==> config.mk <==
export PLATFORM = sky130hd
export DESIGN_NAME = ram_arbiter
export DESIGN_NICKNAME = d
export VERILOG_FILES = /design/src/rtl/ram_arbiter.sv
export SDC_FILE = /design/constraint.sdc
export NUM_CORES = 1
export LEC_CHECK = 0
export ABC_AREA = 1
export BUFFER_PORTS_ARGS = -buffer_cell sky130_fd_sc_hd__buf_2
export CORE_ASPECT_RATIO = 0.8
export CORE_UTILIZATION = 45
export DETAILED_ROUTE_END_ITERATION = 16
export PLACE_DENSITY_LB_ADDON = 0.1
export SLEW_MARGIN = 40
export SYNTH_ARGS = -nofsm -noshare
export SYNTH_HDL_FRONTEND = slang
export SYNTH_SLANG_ARGS = --single-unit
==> constraint.sdc <==
create_clock -name clk -period 1.88 [get_ports clk]
set_clock_uncertainty 0.1 [all_clocks]
set_input_delay 0.094 -clock clk [delete_from_list [all_inputs] [get_ports clk]]
set_output_delay 0.094 -clock clk [all_outputs]
set_load 0.05 [all_outputs]
==> src/rtl/ram_arbiter.sv <==
// ram_arbiter: sequences one shared single-port ram between fetch (IF) and
// load/store (DM), one access in flight, with registered ram command and data.
//
// Ports:
//   clk, rst                   clock, synchronous active-high reset
//   if_req/if_addr             fetch request (level) and address
//   if_ready/instr_out         fetch done pulse and registered fetched word
//   pc_enable                  advance PC; identical to if_ready
//   dm_read/dm_write/dm_addr   data request (level), address
//   dm_wdata/dm_rdata          write data in, registered read data out
//   dm_ready                   data access done pulse
//   ram_addr/ram_ren/ram_wen   registered ram command
//   ram_wdata/ram_rdata        registered ram write data, ram read data
//   stall_cnt                  only with RAM_ARB_STALL_CNT_EN: saturating
//                              count of cycles with if_req high, if_ready low
//
// Optional macro: RAM_ARB_STALL_CNT_EN

module ram_arbiter #(
    parameter int ADDR_W     = 5,
    parameter int DATA_W     = 32,
    parameter int LAT        = 1,
    parameter int STARVE_MAX = 4
) (
    input  logic              clk,
    input  logic              rst,
    input  logic              if_req,
    input  logic [ADDR_W-1:0] if_addr,
    output logic              if_ready,
    output logic [DATA_W-1:0] instr_out,
    output logic              pc_enable,
    input  logic              dm_read,
    input  logic              dm_write,
    input  logic [ADDR_W-1:0] dm_addr,
    input  logic [DATA_W-1:0] dm_wdata,
    output logic [DATA_W-1:0] dm_rdata,
    output logic              dm_ready,
    output logic [ADDR_W-1:0] ram_addr,
    output logic              ram_ren,
    output logic              ram_wen,
    output logic [DATA_W-1:0] ram_wdata,
`ifdef RAM_ARB_STALL_CNT_EN
    output logic [15:0]       stall_cnt,
`endif
    input  logic [DATA_W-1:0] ram_rdata
);

    localparam int            SW         = $clog2(STARVE_MAX + 1);
    localparam logic [SW-1:0] STARVE_TOP = SW'(STARVE_MAX);
    // Extra WAIT_RD cycles after the first one.
    localparam logic [1:0]    WAIT_INIT  = (LAT > 1) ? 2'(LAT - 2) : 2'd0;

    typedef enum logic [2:0] {
        IDLE,
        ISSUE_RD,
        WAIT_RD,
        ISSUE_WR,
        DONE
    } state_e;

    state_e            state_q, state_d;
    logic [SW-1:0]     starve_q, starve_d;
    logic [1:0]        lat_q, lat_d;
    logic              own_dm_q, own_dm_d;
    logic [ADDR_W-1:0] addr_q, addr_d;
    logic              ren_q, ren_d;
    logic              wen_q, wen_d;
    logic [DATA_W-1:0] wdata_q, wdata_d;
    logic [DATA_W-1:0] instr_q, instr_d;
    logic [DATA_W-1:0] rdata_q, rdata_d;
    logic              if_rdy_q, if_rdy_d;
    logic              dm_rdy_q, dm_rdy_d;
    logic              if_vld, dm_vld, if_force, cap;

    // A port in its ready cycle is masked so a still-high level request
    // cannot be issued twice.
    assign if_vld   = if_req & ~if_rdy_q;
    assign dm_vld   = (dm_read | dm_write) & ~dm_rdy_q;
    assign if_force = if_vld & (starve_q == STARVE_TOP);

    always_comb begin
        state_d  = state_q;
        starve_d = starve_q;
        lat_d    = lat_q;
        own_dm_d = own_dm_q;
        addr_d   = addr_q;
        ren_d    = 1'b0;
        wen_d    = 1'b0;
        wdata_d  = wdata_q;
        instr_d  = instr_q;
        rdata_d  = rdata_q;
        if_rdy_d = 1'b0;
        dm_rdy_d = 1'b0;
        cap      = 1'b0;

        if (!if_req) starve_d = '0;

        case (state_q)
            IDLE: begin
                if (dm_vld && !if_force) begin
                    own_dm_d = 1'b1;
                    addr_d   = dm_addr;
                    // write wins when both read and write are requested
                    if (dm_write) begin
                        wen_d   = 1'b1;
                        wdata_d = dm_wdata;
                        state_d = ISSUE_WR;
                    end else begin
                        ren_d   = 1'b1;
                        state_d = ISSUE_RD;
                    end
                    if (if_req && starve_q != STARVE_TOP)
                        starve_d = starve_q + 1'b1;
                end else if (if_vld) begin
                    own_dm_d = 1'b0;
                    addr_d   = if_addr;
                    ren_d    = 1'b1;
                    starve_d = '0;
                    state_d  = ISSUE_RD;
                end
            end
            ISSUE_RD: begin
                // with LAT=1 the data is already valid in the strobe cycle
                if (LAT == 1) begin
                    cap     = 1'b1;
                    state_d = DONE;
                end else begin
                    lat_d   = WAIT_INIT;
                    state_d = WAIT_RD;
                end
            end
            WAIT_RD: begin
                if (lat_q == 2'd0) begin
                    cap     = 1'b1;
                    state_d = DONE;
                end else begin
                    lat_d = lat_q - 2'd1;
                end
            end
            ISSUE_WR: begin
                dm_rdy_d = 1'b1;
                state_d  = DONE;
            end
            DONE:    state_d = IDLE;
            default: state_d = IDLE;
        endcase

        if (cap) begin
            if (own_dm_q) begin
                rdata_d  = ram_rdata;
                dm_rdy_d = 1'b1;
            end else begin
                instr_d  = ram_rdata;
                if_rdy_d = 1'b1;
            end
        end
    end

    always_ff @(posedge clk) begin
        if (rst) begin
            state_q  <= IDLE;
            starve_q <= '0;
            lat_q    <= '0;
            own_dm_q <= 1'b0;
            addr_q   <= '0;
            ren_q    <= 1'b0;
            wen_q    <= 1'b0;
            wdata_q  <= '0;
            instr_q  <= '0;
            rdata_q  <= '0;
            if_rdy_q <= 1'b0;
            dm_rdy_q <= 1'b0;
        end else begin
            state_q  <= state_d;
            starve_q <= starve_d;
            lat_q    <= lat_d;
            own_dm_q <= own_dm_d;
            addr_q   <= addr_d;
            ren_q    <= ren_d;
            wen_q    <= wen_d;
            wdata_q  <= wdata_d;
            instr_q  <= instr_d;
            rdata_q  <= rdata_d;
            if_rdy_q <= if_rdy_d;
            dm_rdy_q <= dm_rdy_d;
        end
    end

`ifdef RAM_ARB_STALL_CNT_EN
    logic [15:0] stall_q;

    always_ff @(posedge clk) begin
        if (rst)
            stall_q <= '0;
        else if (if_req && !if_rdy_q && stall_q != 16'hFFFF)
            stall_q <= stall_q + 16'd1;
    end

    assign stall_cnt = stall_q;
`endif

    assign if_ready  = if_rdy_q;
    assign pc_enable = if_rdy_q;
    assign instr_out = instr_q;
    assign dm_rdata  = rdata_q;
    assign dm_ready  = dm_rdy_q;
    assign ram_addr  = addr_q;
    assign ram_ren   = ren_q;
    assign ram_wen   = wen_q;
    assign ram_wdata = wdata_q;

endmodule

**Yosys cells after proc, flatten, opt, wreduce, memory -nomap -nowiden**

Cells that the tools add are included.

- Flip-flop bits (word level): 114
- Input bits: 79
- Logic and storage cells: 72

- Add/sub/neg operators: 2
- Equality and inequality tests: 7
- Multiplexer cells: 24
- Bitwise logic cells: 11
- Reduce and logical (&&, ||, !) cells: 16

Operators by type and width:

| operator | number |
|---|---|
| 3-bit two-way mux | 8 |
| 1-bit two-way mux | 11 |
| 5-bit two-way mux | 2 |
| 2-bit AND reduction | 5 |
| 3-bit one-hot mux with 3 select lines | 1 |
| 1-bit inverter | 7 |
| 3-bit by 2-bit == test with 1-bit output, second input constant | 2 |
| 3-bit != test, second input constant | 2 |
| 2-bit OR reduction | 3 |
| 3-bit by 1-bit adder with 3-bit output, second input constant | 1 |
| 1-bit bitwise AND | 3 |
| 3-bit by 1-bit == test with 1-bit output, second input constant | 1 |
| 3-bit == test, second input constant | 1 |
| 3-bit zero test | 1 |
| 3-bit AND reduction | 1 |
| 3-bit OR reduction | 1 |
| 1-bit logical AND | 2 |
| 2-bit zero test | 1 |
| 2-bit two-way mux | 1 |
| 2-bit != test, second input constant | 1 |
| 1-bit one-hot mux with 2 select lines | 1 |
| 2-bit nonzero test | 1 |
| 2-bit by 1-bit subtractor with 2-bit output, second input constant | 1 |
| 1-bit zero test | 1 |
| 1-bit OR | 1 |

**Depth between registers and ports, before layout**

Gate-level depths: netlist (run 1).

- Depth after elaboration: 7
- Gate-level depth with buffers: 11
- Mapped depth without buffers: 11

**Worst setup path before layout (run 1)**

Ideal clock, no wire load.

- Path kind: reg-to-reg
- Start: register if_rdy_q (netlist: if_ready)
- End: register wdata_q[24] (netlist: ram_wdata[24])
- Library setup time: 0.114 ns
- Arrival time: 1.445 ns
- Required time: 1.666 ns
- Path slack: 0.221 ns
- Stages on the path, launching flop included: 9
- Cell sequence: dfxtp_1 > nor2_1 > nand2_1 > nand2_2 > nor2_4 > buf_4 > nand3_1 > nand2_1 > nor2_1

- Word-level cells in the longest chain between the ends: 6

RTL lines:

| item | RTL line | source |
|---|---|---|
| start, declared | 71 | `logic if_rdy_q, if_rdy_d;` |
| start signal, assigned | 184 | `if_rdy_q <= if_rdy_d;` |
| 1-bit inverter | 77 | `assign if_vld = if_req & ~if_rdy_q;` |
| 1-bit bitwise AND | 77 |  |
| 1-bit bitwise AND | 79 | `assign if_force = if_vld & (starve_q == STARVE_TOP);` |
| 1-bit zero test | 100 | `if (dm_vld && !if_force) begin` |
| 1-bit logical AND | 100 |  |
| 3-bit AND reduction (no line) | -- |  |
| end signal, assigned | 181 | `wdata_q <= wdata_d;` |
| end, declared | 68 | `logic [DATA_W-1:0] wdata_q, wdata_d;` |

Every way passes these cells.
A chain may end at the register's enable or synchronous reset.

**Final worst setup path (run 1)**

- Start: register starve_q[0]
- End: register wdata_q[3] (netlist: ram_wdata[3])

- Word-level cells in the longest chain between the ends: 5

RTL lines:

| item | RTL line | source |
|---|---|---|
| start, declared | 62 | `logic [SW-1:0] starve_q, starve_d;` |
| start signal, assigned | 175 | `starve_q <= starve_d;` |
| 3-bit == test | 79 |  |
| 1-bit bitwise AND | 79 |  |
| 1-bit zero test | 100 |  |
| 1-bit logical AND | 100 |  |
| 3-bit AND reduction (no line) | -- |  |

Every way passes these cells.

==> results of run 1 <==
==> worst paths after layout <==
kind	startpoint	to	cells after the start
setup reg to reg	starve_q[0]	ram_wdata[3]	11
hold / removal	dm_read	state_q[0]	5
hold reg to reg	lat_q[1]	lat_q[1]	2
setup / recovery	starve_q[0]	ram_wdata[3]	11
==> layout make-up <==
| class | count | area, µm² |
|---|---|---|
| Clock buffer | 19 | 453 |
| Timing Repair Buffer | 278 | 1930 |
| Inverter | 87 | 327 |
| Tap cell | 140 | 175 |
| Multi-Input combinational cell | 481 | 2130 |
| Sequential cell | 114 | 2290 |
| Clock inverter | 13 | 230 |
| Fill cell | 822 | 2950 |
==> sequential cells by signal, summed over array words and instances, names as in the netlist <==
signal,flops
dm_rdata,32
instr_out,32
ram_wdata,32
ram_addr,5
starve_q,3
state_q,3
lat_q,2
dm_ready,1
if_ready,1
own_dm_q,1
ram_ren,1
ram_wen,1
==> power by group <==
| part | total, W | internal (W) | switching [W] |
|---|---|---|---|
| clock network | 0.00369 | 0.00256 | 0.00114 |
| registers | 0.00296 | 0.00278 | 0.000182 |
| logic | 0.00328 | 0.000944 | 0.00233 |
==> layer usage <==
metal / vias up / wire [µm]
met3: 18 / 882
met5: - / 0
met4: 0 / 204
met1: 2476 / 6410
met2: 196 / 6850
li1: 2785 / -
==> repair_timing <==
item / CTS / global route
buffers inserted: 0 / 3
hold buffers: 77 / 0
resized for setup: 0 / 7
endpoints found under the setup margin: 0 / 34
hold endpoints to repair: 111 / 0
==> Yosys cell counts <==
cell type                  count
sky130_fd_sc_hd__buf_2        15
sky130_fd_sc_hd__clkinv_1      2
sky130_fd_sc_hd__ha_1          3
sky130_fd_sc_hd__nand2_2       1
sky130_fd_sc_hd__buf_4         9
sky130_fd_sc_hd__o21ai_2       1
sky130_fd_sc_hd__nor2_4        2
sky130_fd_sc_hd__nand4_1       1
sky130_fd_sc_hd__nand2_1     127
sky130_fd_sc_hd__nor2_1      155
sky130_fd_sc_hd__nand3_1     106
sky130_fd_sc_hd__o21ai_0       8
sky130_fd_sc_hd__a21oi_1      74
sky130_fd_sc_hd__inv_1        82
sky130_fd_sc_hd__clkbuf_1     18
sky130_fd_sc_hd__a31oi_1       1
sky130_fd_sc_hd__buf_1        10
sky130_fd_sc_hd__o21bai_1      1
sky130_fd_sc_hd__dfxtp_1     114
sky130_fd_sc_hd__inv_2         3
sky130_fd_sc_hd__nor3_4        1
==> critical path, stage by stage (launching register included) <==
cell and delay, ns:
sky130_fd_sc_hd__dfxtp_2 0.35, sky130_fd_sc_hd__inv_1 0.06, sky130_fd_sc_hd__ha_2 0.20, sky130_fd_sc_hd__nand2_2 0.09, sky130_fd_sc_hd__inv_2 0.05, sky130_fd_sc_hd__nand2_2 0.09, sky130_fd_sc_hd__nand2_4 0.08, sky130_fd_sc_hd__nor2_4 0.28
sky130_fd_sc_hd__clkbuf_16 0.23, sky130_fd_sc_hd__nand3_1 0.07, sky130_fd_sc_hd__nand2_1 0.08, sky130_fd_sc_hd__nor2_1 0.04
==> metrics by stage <==
step | utilization [%] | instance area, µm² | setup slack, ns
2_1_floorplan | - | 4970 | 0.221
3_3_place_gp | 57.0 | 5980 | 0.196
3_5_place_dp | 57.0 | 5980 | 0.100
4_1_cts | 70.9 | 7440 | 0.0703
5_1_grt | 71.8 | 7530 | -0.0161
6_report | 71.8 | 7530 | 0.0592
==> cells by family after synthesis <==
| logic type | after synthesis | synth area share, % |
|---|---|---|
| buffers and inverters | 139 | 11.6 |
| AND/OR/NAND/NOR | 393 | 33.0 |
| adder cells (fa/ha/maj) | 3 | 0.756 |
| flip-flops | 114 | 45.9 |
| AO/OA/AOI/OAI | 85 | 8.72 |
==> results, run 1 <==
- The fraction of final layout cells with drive strength greater than 1 is around a quarter.
- Dividing the detail-routed wire length by the instance count gives approximately 13 µm.
- The final max-slew violation count came to 0.
- Pin placement for this block handled between 150 and 200 I/O pins.
- The top fanout value on the critical path is 9.
- The net count of the finished layout is roughly 1.1k.
- The achievable frequency is 549 MHz.
- The class of the most critical setup path is flip-flop to flip-flop.
- Counting every net in the synthesized netlist gives roughly 800.
- Max-cap violations in this run came to 0.
- The worst hold margin is approximately 0.12 ns.
- TritonCTS built the clock tree.
- The run finished with clean final reports.
- For the worst-skew pair, the clock arrives at the later sink with an insertion delay of 0.40 ns.
- TritonCTS created 17 clock buffers.
- The placed wire-length estimate after detailed placement is slightly above 8 mm.
- The total placed cells including tap cells is between 1k and 1.5k.
- Power spread over the standard cell area amounts to ~1300 nW/µm².
- The area growth from synthesis to layout is 51.7%.
- Summed over all instances, the cell type with the most area after synthesis is sky130_fd_sc_hd__dfxtp_1.
- The largest net degree at the start of global routing is 94.
- The initial standard-cell utilization of the core is a little under half.
- The global-route met3 utilization is 6.04%.
- The root buffer cell is sky130_fd_sc_hd__clkbuf_16.
- The worst-case vdd ir drop is approximately 0.75 mV.
- The design draws 0.00993 W.
- For this run the aggregate overflow at the end of global routing stands at 0.
- The worst setup path is launched from a flip-flop.
- The width of the die is around 120 µm.
- In this run, the number of DRC markers left after iteration 0 of detailed routing was about 300.
- The share of synthesized area in the top cell type comes to a little under half.
- The placeable core region is 10500 µm².
- The clock transition time at the flip-flop clock pins of the worst setup and hold paths is around 0.060 ns.
- The combined global-route utilization of all metal layers is about a quarter.
- Routability-driven placement finished with a final weighted congestion of roughly 0.8.
- The most common cell after layout, fill and taps aside is sky130_fd_sc_hd__buf_2.
- The smallest clock period supported by the final layout is computed as 1.82 ns.
- The total detailed-routing wirelength is around 14 mm.
- The count of nets left with antenna violations once routing finished came out at 0.
- For this run, the number of Yosys warnings is 0.
- The worst hold path belongs to the class input pin to flip-flop.
- The average via count per standard cell is 4.84.
- The antenna diode instance count is 0.
- The final hold violation count is 0.
- The netlist area before placement is about 5000 µm².
- The fraction of the cycle the final worst path needs is roughly 97%.
- The initial antenna violation count is 0.
- The leakage power summed over all cells is a little under 4 nW.
- Once layout is complete, the cells apart from fillers number around 1.1k.
- In the post-synthesis netlist, the biggest area contributors are sky130_fd_sc_hd__dfxtp_1 46%, sky130_fd_sc_hd__nor2_1 12%, sky130_fd_sc_hd__nand3_1 11%.
- In the layout the commonest cells are 184 x sky130_fd_sc_hd__buf_2, 155 x sky130_fd_sc_hd__nor2_1, 125 x sky130_fd_sc_hd__nand2_1.
- The overall die area is 11500 µm².
- The number of cells produced by synthesis is 734.
- The global-route met2 utilization is a little over two fifths.
- The via count of the routed design is around 5.5k.
- Measured against its own limit, the worst slew margin works out to 55.6%.
- After detailed routing, the number of remaining DRC violations is 0.
- The critical path arrival is between 2 and 2.5 ns.
- After global routing, the most crowded layer is met2.
- The level count of the clock H-tree is 4.
- The first-pass GRT wire length is between 20 and 25 mm.
- The routing usage on met1 is 29.3%.
- The count of standard-cell rows is 33.
- The critical path data required time is ~2.1 ns.
- Setup violations remaining at the end of the flow were counted as 0.
- During placement, the flow inserted port buffers numbering 184.
- The average instance in the mapped netlist occupies approximately 6.8 µm².
- Synthesis inferred approximately 110 register bits.
- The number of detailed-route iterations in the first pass is 5.
- The worst setup path is captured at a flip-flop.
- The total negative slack for setup checks is 0 ns.
- The number of clock sinks seen by CTS is 114.
- Sequential elements use 45.9% of the synthesized area.
- The height of the die is ~96 µm.
- After synthesis, the netlist uses 21 different library cells.
- The worst-case clock buffer depth is 2.
- Across all register-to-register paths, the minimum setup slack is ~0.059 ns.
- The via count of the first global-routing pass is about 4.8k.
- The slew of the pin with the lowest slew margin is about 0.67 ns.
No activity file was read; power rests on OpenSTA's default activity.
==> run 2, diff against run 1 <==
BUFFER_PORTS_ARGS = -buffer_cell sky130_fd_sc_hd__buf_4   (was -buffer_cell sky130_fd_sc_hd__buf_2)
==> run 2 against run 1 <==
Final cell count about the same. Via count increased by 0.15%. Sequential power hardly changed. First-iteration DRC count is 53% higher. Fmax increased by 1.9%. Clock power is 4% lower. Worst setup slack improved by 0.035 ns. Largest cell class is now non-clock buffers. Final area increased by 5.3%.
==> results, run 2 (synthesis gave the netlist of run 1 again) <==
- The flow ran to the end, and the final reports show no timing, DRC or antenna violations.
- The leakage power summed over all cells was 3.97 nW (+1.6%).
- The root buffer cell is sky130_fd_sc_hd__clkbuf_16.
- The via count of the first global-routing pass is 5007 (+3.7%).
- The footprint of the multi-input gates was 2130 µm² (-0.23%).
- The most common cell after layout, fill and taps aside is sky130_fd_sc_hd__buf_4.
- The net load switching power is 0.00363 W (-0.57%).
- The total detailed-routing wirelength is 14.7 mm (+2.6%).
- The top fanout value on the critical path was 8 (-1).
- The detailed-route DRC error count was 0 (unchanged).
- The worst-case clock buffer depth came to 2 (unchanged).
- The width of the die is 119 µm (unchanged).
- The count of filler cells inserted in the layout was 778 (-5.4%).
- The synthesis-to-layout area growth is 59.8%.
- The power density over the cells was 1270 nW/µm² (-3.9%).
- The final max-slew violation count is 0 (unchanged).
- The overall die area was 11500 µm² (unchanged).
- The initial standard-cell utilization of the core is 47.4% (unchanged).
- The post-route core utilization is 75.7% (+3.8 points).
- The total met3 wirelength after detailed routing is 866 µm (-1.8%).
- The placeable core region is 10500 µm² (unchanged).
- The clock network power share came to 35.4% (-1.8 points).
- The relative contribution of combinational cells to total power is 34.9% (+1.9 points).
- The critical path arrival is 1.98 ns (-0.04 ns).
- The count of pins on the block boundary is 185 (unchanged).
- The residual antenna-violating net count after detailed routing came to 0 (unchanged).
- The via count of the routed design is 5483 (+0.15%).
- The fraction of final layout cells with drive strength greater than 1 is 24.6% (-0.58 points).
- The worst max-slew margin expressed relative to the limit is 72.4% (+17 points).
- The global placement routability congestion is 0.771 (-2.0%).
- The number of endpoints failing setup at the final stage came to 0 (unchanged).
- The antenna diode instance count is 0 (unchanged).
- The share of total power in sequential cells is 29.7% (about the same).
- The achievable frequency was 560 MHz (+1.9%).
- The total power draw is 0.0100 W (+1.2%).
- The endpoint class of the critical path is a flip-flop.
- The max-capacitance violation count was 0 (unchanged).
- STA classifies the critical path startpoint as a flip-flop.
- The summed area of non-filler cells in the final layout came to 7940 µm² (+5.3%).
- The worst hold margin is 0.103 ns (-0.0125 ns).
- The final hold violation count came to 0 (unchanged).
- The placement-stage cell area is 6430 µm² (+7.5%).
- The met1 wire length is 6.39 mm (-0.25%).
- The post-placement worst setup slack is 0.105 ns (+0.00455 ns).
- The port buffer count is 184 (unchanged).
- The highest metal layer with signal wires is met4.
- The average via count per standard cell is 4.85 (+0.23%).
- The combined global-route utilization of all metal layers came to 25.1% (+0.89 points).
- The slew of the pin with the lowest slew margin is 0.413 ns (-0.254 ns).
- The total clock buffers created by CTS was 17 (unchanged).
- The post-route worst setup slack came to 0.0940 ns (+0.0348 ns).
- The worst-case vdd ir drop is 0.715 mV (-5.0%).
- The area used by sequential logic in the layout was 2290 µm² (unchanged).
- The class of the most critical setup path is flip-flop to flip-flop.
- The net count of the finished layout is 1060 (-0.094%).
- The starting DRC count in detailed routing is 465 (+53%).
- The height of the die is 96.0 µm (unchanged).
- The library cells used most frequently in the layout, excluding fill and tap cells, are 192 x sky130_fd_sc_hd__buf_4, 155 x sky130_fd_sc_hd__nor2_1, 125 x sky130_fd_sc_hd__nand2_1.
- The level count of the clock H-tree came to 4 (unchanged).
- The tightest min-delay check is of the input pin to flip-flop type.
- The source-to-sink clock delay at the later pin of the worst-skew pair is 0.41 ns (about the same).
- The initial antenna violation count came to 0 (unchanged).
- The clock transition time at the flip-flop clock pins of the worst setup and hold paths is 0.05 ns (about the same).
- The fraction of the cycle the final worst path needs is 95.0% (-1.8 points).
- The count of standard-cell rows is 33 (unchanged).
- The post-layout minimum cycle time was 1.79 ns (-0.0348 ns).
- The largest net degree at the start of global routing was 89 (-5.3%).
- The net switching fraction of the power came to 36.1% (-0.64 points).
- The CTS tree is built.
- The critical path data required time is 2.08 ns (about the same).
- The first-pass GRT wire length is 23.0 mm (+3.7%).
- The average detailed-routed wire length per instance came to 13.0 µm (+2.7%).
- The total length of routed met2 wires is 7.17 mm (+4.7%).
- The overflow left after global routing came to 0 (unchanged).
- The number of detailed-route iterations in the first pass is 5 (unchanged).
- The cell-internal power was 0.00641 W (+2.2%).
- The number of clock sinks seen by CTS is 114 (unchanged).
- The placed wire-length estimate after detailed placement is 8.55 mm (+3.3%).
[run 2: cell count changes in the layout (fill, tap and decap cells not counted), moves of 2 or more]
cell	change
sky130_fd_sc_hd__clkinvlp_4	-3
sky130_fd_sc_hd__clkinv_2	+3
sky130_fd_sc_hd__clkbuf_8	-2
sky130_fd_sc_hd__buf_4	+184
sky130_fd_sc_hd__buf_2	-184
sky130_fd_sc_hd__inv_2	-2
sky130_fd_sc_hd__clkbuf_1	+4
[run 2: path summary, 6_finish.rpt]
kind / startpoint / endpoint / slack, ns / depth (start not counted)
max: starve_q[0] / ram_wdata[23] / 0.09 / 11
min: dm_read / state_q[0] / 0.10 / 5
max reg2reg: starve_q[0] / ram_wdata[23] / 0.09 / 11
min reg2reg: lat_q[1] / lat_q[1] / 0.37 / 2
[run 2: power groups by stage]
stage	sequential, W	clock [W]	combinational (W)
after floorplan	0.00415	0	0.00118
after global placement	0.00301	0	0.00320
after detailed placement	0.00303	0	0.00324
after CTS	0.00298	0.00360	0.00338
after global routing	0.00303	0.00372	0.00373
final	0.00299	0.00356	0.00350
[run 2: cell type report]
cell class              instances  share of cell area, %
inverters                      87                   4.13
multi-input cells             481                   26.8
well taps                     140                   2.21
repair buffers                277                   29.9
clock buffers                  21                   5.55
flip-flops and latches        114                   28.8
clock inverters                11                   2.63
[run 2: metal layers]
layer  vias to the layer above  global-route usage [%]
li1                       2775                       -
met3                        22                    6.16
met4                         0                    11.6
met2                       186                    43.6
met1                      2500                    29.7
met5                         -                       0
[run 2: what timing repair did]
| action | in CTS | in global routing |
|---|---|---|
| setup buffers | 0 | 2 |
| hold buffers | 77 | 0 |
| endpoints found under the hold margin | 110 | 0 |
| gates resized for setup | 0 | 5 |
| setup endpoints to repair | 0 | 32 |
[run 2: through the flow]
stage                     setup TNS, ns  cells
after global placement                0   1017
after detailed placement              0   1017
after global routing            -0.0116   1131
after CTS                             0   1126
after floorplan                       0    734
final                                 0   1131
[run 2: critical path, cell delays in order, from the launching register on]
cell and delay (ns):
sky130_fd_sc_hd__dfxtp_2 0.35, sky130_fd_sc_hd__inv_1 0.06, sky130_fd_sc_hd__ha_2 0.20, sky130_fd_sc_hd__nand2_2 0.08, sky130_fd_sc_hd__inv_1 0.06, sky130_fd_sc_hd__nand2_2 0.08, sky130_fd_sc_hd__nand2_2 0.07, sky130_fd_sc_hd__nor2_4 0.27
sky130_fd_sc_hd__clkbuf_16 0.22, sky130_fd_sc_hd__nand3_1 0.07, sky130_fd_sc_hd__nand2_1 0.06, sky130_fd_sc_hd__nor2_1 0.05
==> run 3, diff against run 2 <==
ABC_AREA = default   (was 1)
CELL_PAD_IN_SITES_DETAIL_PLACEMENT = 0   (was default)
CELL_PAD_IN_SITES_GLOBAL_PLACEMENT = 1   (was default)
CORE_UTILIZATION = 33   (was 45)
==> run 3 against run 2 <==
Worst setup slack worse by 0.073 ns. Register-to-register slack worse by 0.07 ns. Final cell count down 17%. Hold slack worse by 0.039 ns. Combinational power down 29%. Flip-flop and latch count unchanged. Wire length down 11%. Synthesized cell count down 35%. Power down 18%. Non-clock buffer count up 9. Critical path depth down 2.
==> results, run 3 <==
- The flow ran to the end, and the final reports show no timing, DRC or antenna violations.
- The top fanout value on the critical path was 8 (unchanged).
- The placed wire-length estimate after detailed placement is 7.51 mm (-12%).
- STA classifies the critical path startpoint as a flip-flop.
- The kind of cell with the highest combined delay along the critical path is simple AND/OR/NAND/NOR gates.
- The number of clock sinks seen by CTS is 114 (unchanged).
- For this design, the slowest cell found on the critical path is sky130_fd_sc_hd__dfxtp_2.
- The CTS tree is built.
- The number of nets in the synthesized netlist is 562 (-31%).
- The placement-stage cell area is 5830 µm² (-9.4%).
- The residual antenna-violating net count after detailed routing is 0 (unchanged).
- The number of cells on the critical path is 9 (-2).
- The initial standard-cell utilization of the core is 34.0% (-13 points).
- The share of synthesized registers carrying an async set or reset is 0% (unchanged).
- The critical path in this run is classified as flip-flop to flip-flop.
- The number of cells produced by synthesis was 480 (-35%).
- The most numerous cell in the Yosys netlist is sky130_fd_sc_hd__nand2_1.
- The path class of the tightest hold or removal check is input pin to flip-flop.
- The count of filler cells inserted in the layout is 1070 (+38%).
- The critical path arrival is 2.08 ns (+0.10 ns).
- The post-layout instance count excluding filler cells is 938 (-17%).
- The starting DRC count in detailed routing came to 177 (-62%).
- The power density over the cells is 1120 nW/µm² (-12%).
- The overall die area was 13100 µm² (+14%).
- The delay of the slowest cell on the worst path was 0.33 ns (-0.02 ns).
- The total placed cells including tap cells is 822 (-19%).
- The number of endpoints failing setup at the final stage is 0 (unchanged).
- The placeable core region is 12300 µm² (+17%).
- The antenna diode instance count is 0 (unchanged).
- The largest net degree at the start of global routing is 111 (+25%).
- The via count of the first global-routing pass is 4005 (-20%).
- The worst-case vdd ir drop is 0.685 mV (-4.3%).
- The net count of the finished layout is 839 (-21%).
- The worst hold margin is 0.0639 ns (-0.0391 ns).
- The fraction of final layout cells with drive strength greater than 1 is 34.6% (+9.9 points).
- The detailed-route DRC error count was 0 (unchanged).
- The level count of the clock H-tree came to 4 (unchanged).
- The overflow left after global routing is 0 (unchanged).
- The area fraction of the dominant cell type after synthesis was 54.8% (+8.8 points).
- The average detailed-routed wire length per instance is 13.9 µm (+7.0%).
- The summed area of non-filler cells in the final layout is 7390 µm² (-6.9%).
- The total clock buffers created by CTS is 17 (unchanged).
- The post-route core utilization is 60.3% (-15 points).
- The most common cell after layout, fill and taps aside is sky130_fd_sc_hd__buf_4.
- The combined global-route utilization of all metal layers is 18.4% (-6.8 points).
- The clock transition time at the flip-flop clock pins of the worst setup and hold paths came to 0.05 ns (about the same).
- The post-layout minimum cycle time was 1.86 ns (+0.0727 ns).
- The count of distinct cell types in the synthesized netlist is 34 (+62%).
- By count the netlist is led by 144 x sky130_fd_sc_hd__nand2_1, 114 x sky130_fd_sc_hd__dfxtp_1, 68 x sky130_fd_sc_hd__a21oi_1.
- The critical path data required time is 2.10 ns (+0.02 ns).
- The first-pass GRT wire length is 19.0 mm (-18%).
- The mean cell area of the mapped netlist is 8.68 µm² (+28%).
- Setup repair after global routing could not meet its margin everywhere.
- The initial antenna violation count is 0 (unchanged).
- The share of the yosys chip area belonging to registers is 54.8% (+8.8 points).
- The netlist area before placement is 4170 µm² (-16%).
- The port buffer count is 184 (unchanged).
- The width of the die was 128 µm (+6.8%).
- The final max-slew violation count came to 0 (unchanged).
- The flip-flop and latch count after synthesis is 114 (unchanged).
- The count of cells along the worst register-to-register path is 9 (-2).
- The max-capacitance violation count was 0 (unchanged).
- The cell taking the most area after synthesis is sky130_fd_sc_hd__dfxtp_1.
- The cell sitting at the root of the clock tree is a sky130_fd_sc_hd__clkbuf_16.
- In the layout the commonest cells are 196 x sky130_fd_sc_hd__buf_4, 139 x sky130_fd_sc_hd__nand2_1, 111 x sky130_fd_sc_hd__dfxtp_1.
- The synthesis warning total was 0 (unchanged).
- The achievable frequency is 538 MHz (-3.9%).
- The average via count per standard cell is 4.54 (-6.3%).
- The leakage power summed over all cells is 3.17 nW (-20%).
- The number of enable-type register cells in the synthesized netlist is 0 (unchanged).
- The total detailed-routing wirelength came to 13.1 mm (-11%).
- The most frequent cell on the critical path is sky130_fd_sc_hd__buf_6.
- The count of pins on the block boundary is 185 (unchanged).
- The number of detailed-route iterations in the first pass is 4 (-1).
- The via count of the routed design is 4259 (-22%).
- The number of buffer and inverter stages on the critical path was 4 (+1).
- The fraction of the cycle the final worst path needs is 98.9% (+3.9 points).
- The number of cells traversed by the worst hold path came to 4 (-1).
- Sorting the synthesized cells by area gives the leading types as sky130_fd_sc_hd__dfxtp_1 55%, sky130_fd_sc_hd__nand2_1 13%, sky130_fd_sc_hd__a21oi_1 8.2%.
- The height of the die came to 103 µm (+6.8%).
- The source-to-sink clock delay at the later pin of the worst-skew pair is 0.40 ns (about the same).
- The final hold violation count was 0 (unchanged).
- The global placement routability congestion came to 0.767 (-0.62%).
- The signal on the critical path passes through inv_2 > ha_4 > and4b_2 > buf_6 > nor4_4 > buf_6 > clkbuf_16 > nand2_1 > a21oi_2.
- The worst-case clock buffer depth was 2 (unchanged).
- The slew of the pin with the lowest slew margin is 0.596 ns (+0.183 ns).
- STA classifies the critical path endpoint as a flip-flop.
- The count of standard-cell rows is 36 (+9.1%).
- The worst max-slew margin expressed relative to the limit is 60.3% (-12 points).
- The synthesis-to-layout area growth is 77.4%.
- Among all flip-flop cells after synthesis, the most frequent one is sky130_fd_sc_hd__dfxtp_1.
[run 3: cell count changes after synthesis, moves of 6 or more]
| cell | previous run | this run |
|---|---|---|
| sky130_fd_sc_hd__nand3_1 | 106 | 2 |
| sky130_fd_sc_hd__inv_1 | 82 | 6 |
| sky130_fd_sc_hd__a21oi_1 | 74 | 68 |
| sky130_fd_sc_hd__nor2_1 | 155 | 45 |
| sky130_fd_sc_hd__mux2i_1 | 0 | 32 |
| sky130_fd_sc_hd__nand2_1 | 127 | 144 |
| sky130_fd_sc_hd__buf_4 | 9 | 1 |
| sky130_fd_sc_hd__buf_1 | 10 | 0 |
| sky130_fd_sc_hd__buf_2 | 15 | 7 |
[run 3: path summary, 6_finish.rpt]
path                                 endpoint  slack, ns          from
worst max-delay path            ram_wdata[25]       0.02   starve_q[0]
worst min-delay path              starve_q[1]       0.06        if_req
worst min register to register   ram_wdata[5]       0.35  ram_wdata[5]
worst max register to register  ram_wdata[25]       0.02   starve_q[0]
[run 3: through the flow]
stage | setup slack, ns | setup TNS, ns | power [W]
after CTS | 0.00455 | 0 | 0.00815
final | 0.0213 | 0 | 0.00826
after global placement | 0.0540 | 0 | 0.00497
after floorplan | 0.0257 | 0 | 0.00424
after global routing | -0.0288 | -0.507 | 0.00864
after detailed placement | 0.0125 | 0 | 0.00499
[run 3: worst min-delay path, delay by kind of cell]
kind,cells,cell delay (ns)
buf+inv,1,0.11
compound gates,1,0.07
simple gates,2,0.23
[run 3: what timing repair did]
action / CTS / global route
buffers inserted: 0 / 3
hold endpoints to repair: 103 / 0
endpoints found under the setup margin: 0 / 63
resized for setup: 0 / 26
hold buffers: 75 / 0
[run 3: cell type report]
class	count	area [µm²]	share of cell area, %
flip-flops and latches	114	2290	30.9
clock buffers	22	464	6.28
repair buffers	286	2510	33.9
clock inverters	7	85.1	1.15
well taps	171	214	2.89
inverters	6	22.5	0.305
multi-input cells	332	1810	24.5
[run 3: cell families (layout without fill, tap and decap cells)]
logic type | after synthesis | in the layout | synth area share, %
AO/OA/AOI/OAI | 88 | 88 | 11.8
XOR/XNOR | 1 | 1 | 0.210
adder cells (fa/ha/maj) | 3 | 3 | 0.901
buffers and inverters | 37 | 321 | 4.53
flip-flops | 114 | 114 | 54.8
multiplexers | 32 | 32 | 7.69
AND/OR/NAND/NOR | 205 | 208 | 20.1
[run 3: report_power, final]
part	internal (W)	switching (W)	leakage, nW	total, W
Clock	0.00198	0.00102	0.275	0.00300
Combinational	0.000948	0.00152	1.97	0.00247
Sequential	0.00266	0.000131	0.931	0.00279
[run 3: routing by layer]
layer	share of wire, %	routed length [µm]	GRT usage (%)
met3	6.4	842	7.01
met5	0	0	0
met2	47	6090	30.1
met1	46	6060	22.7
met4	0.58	76	5.43
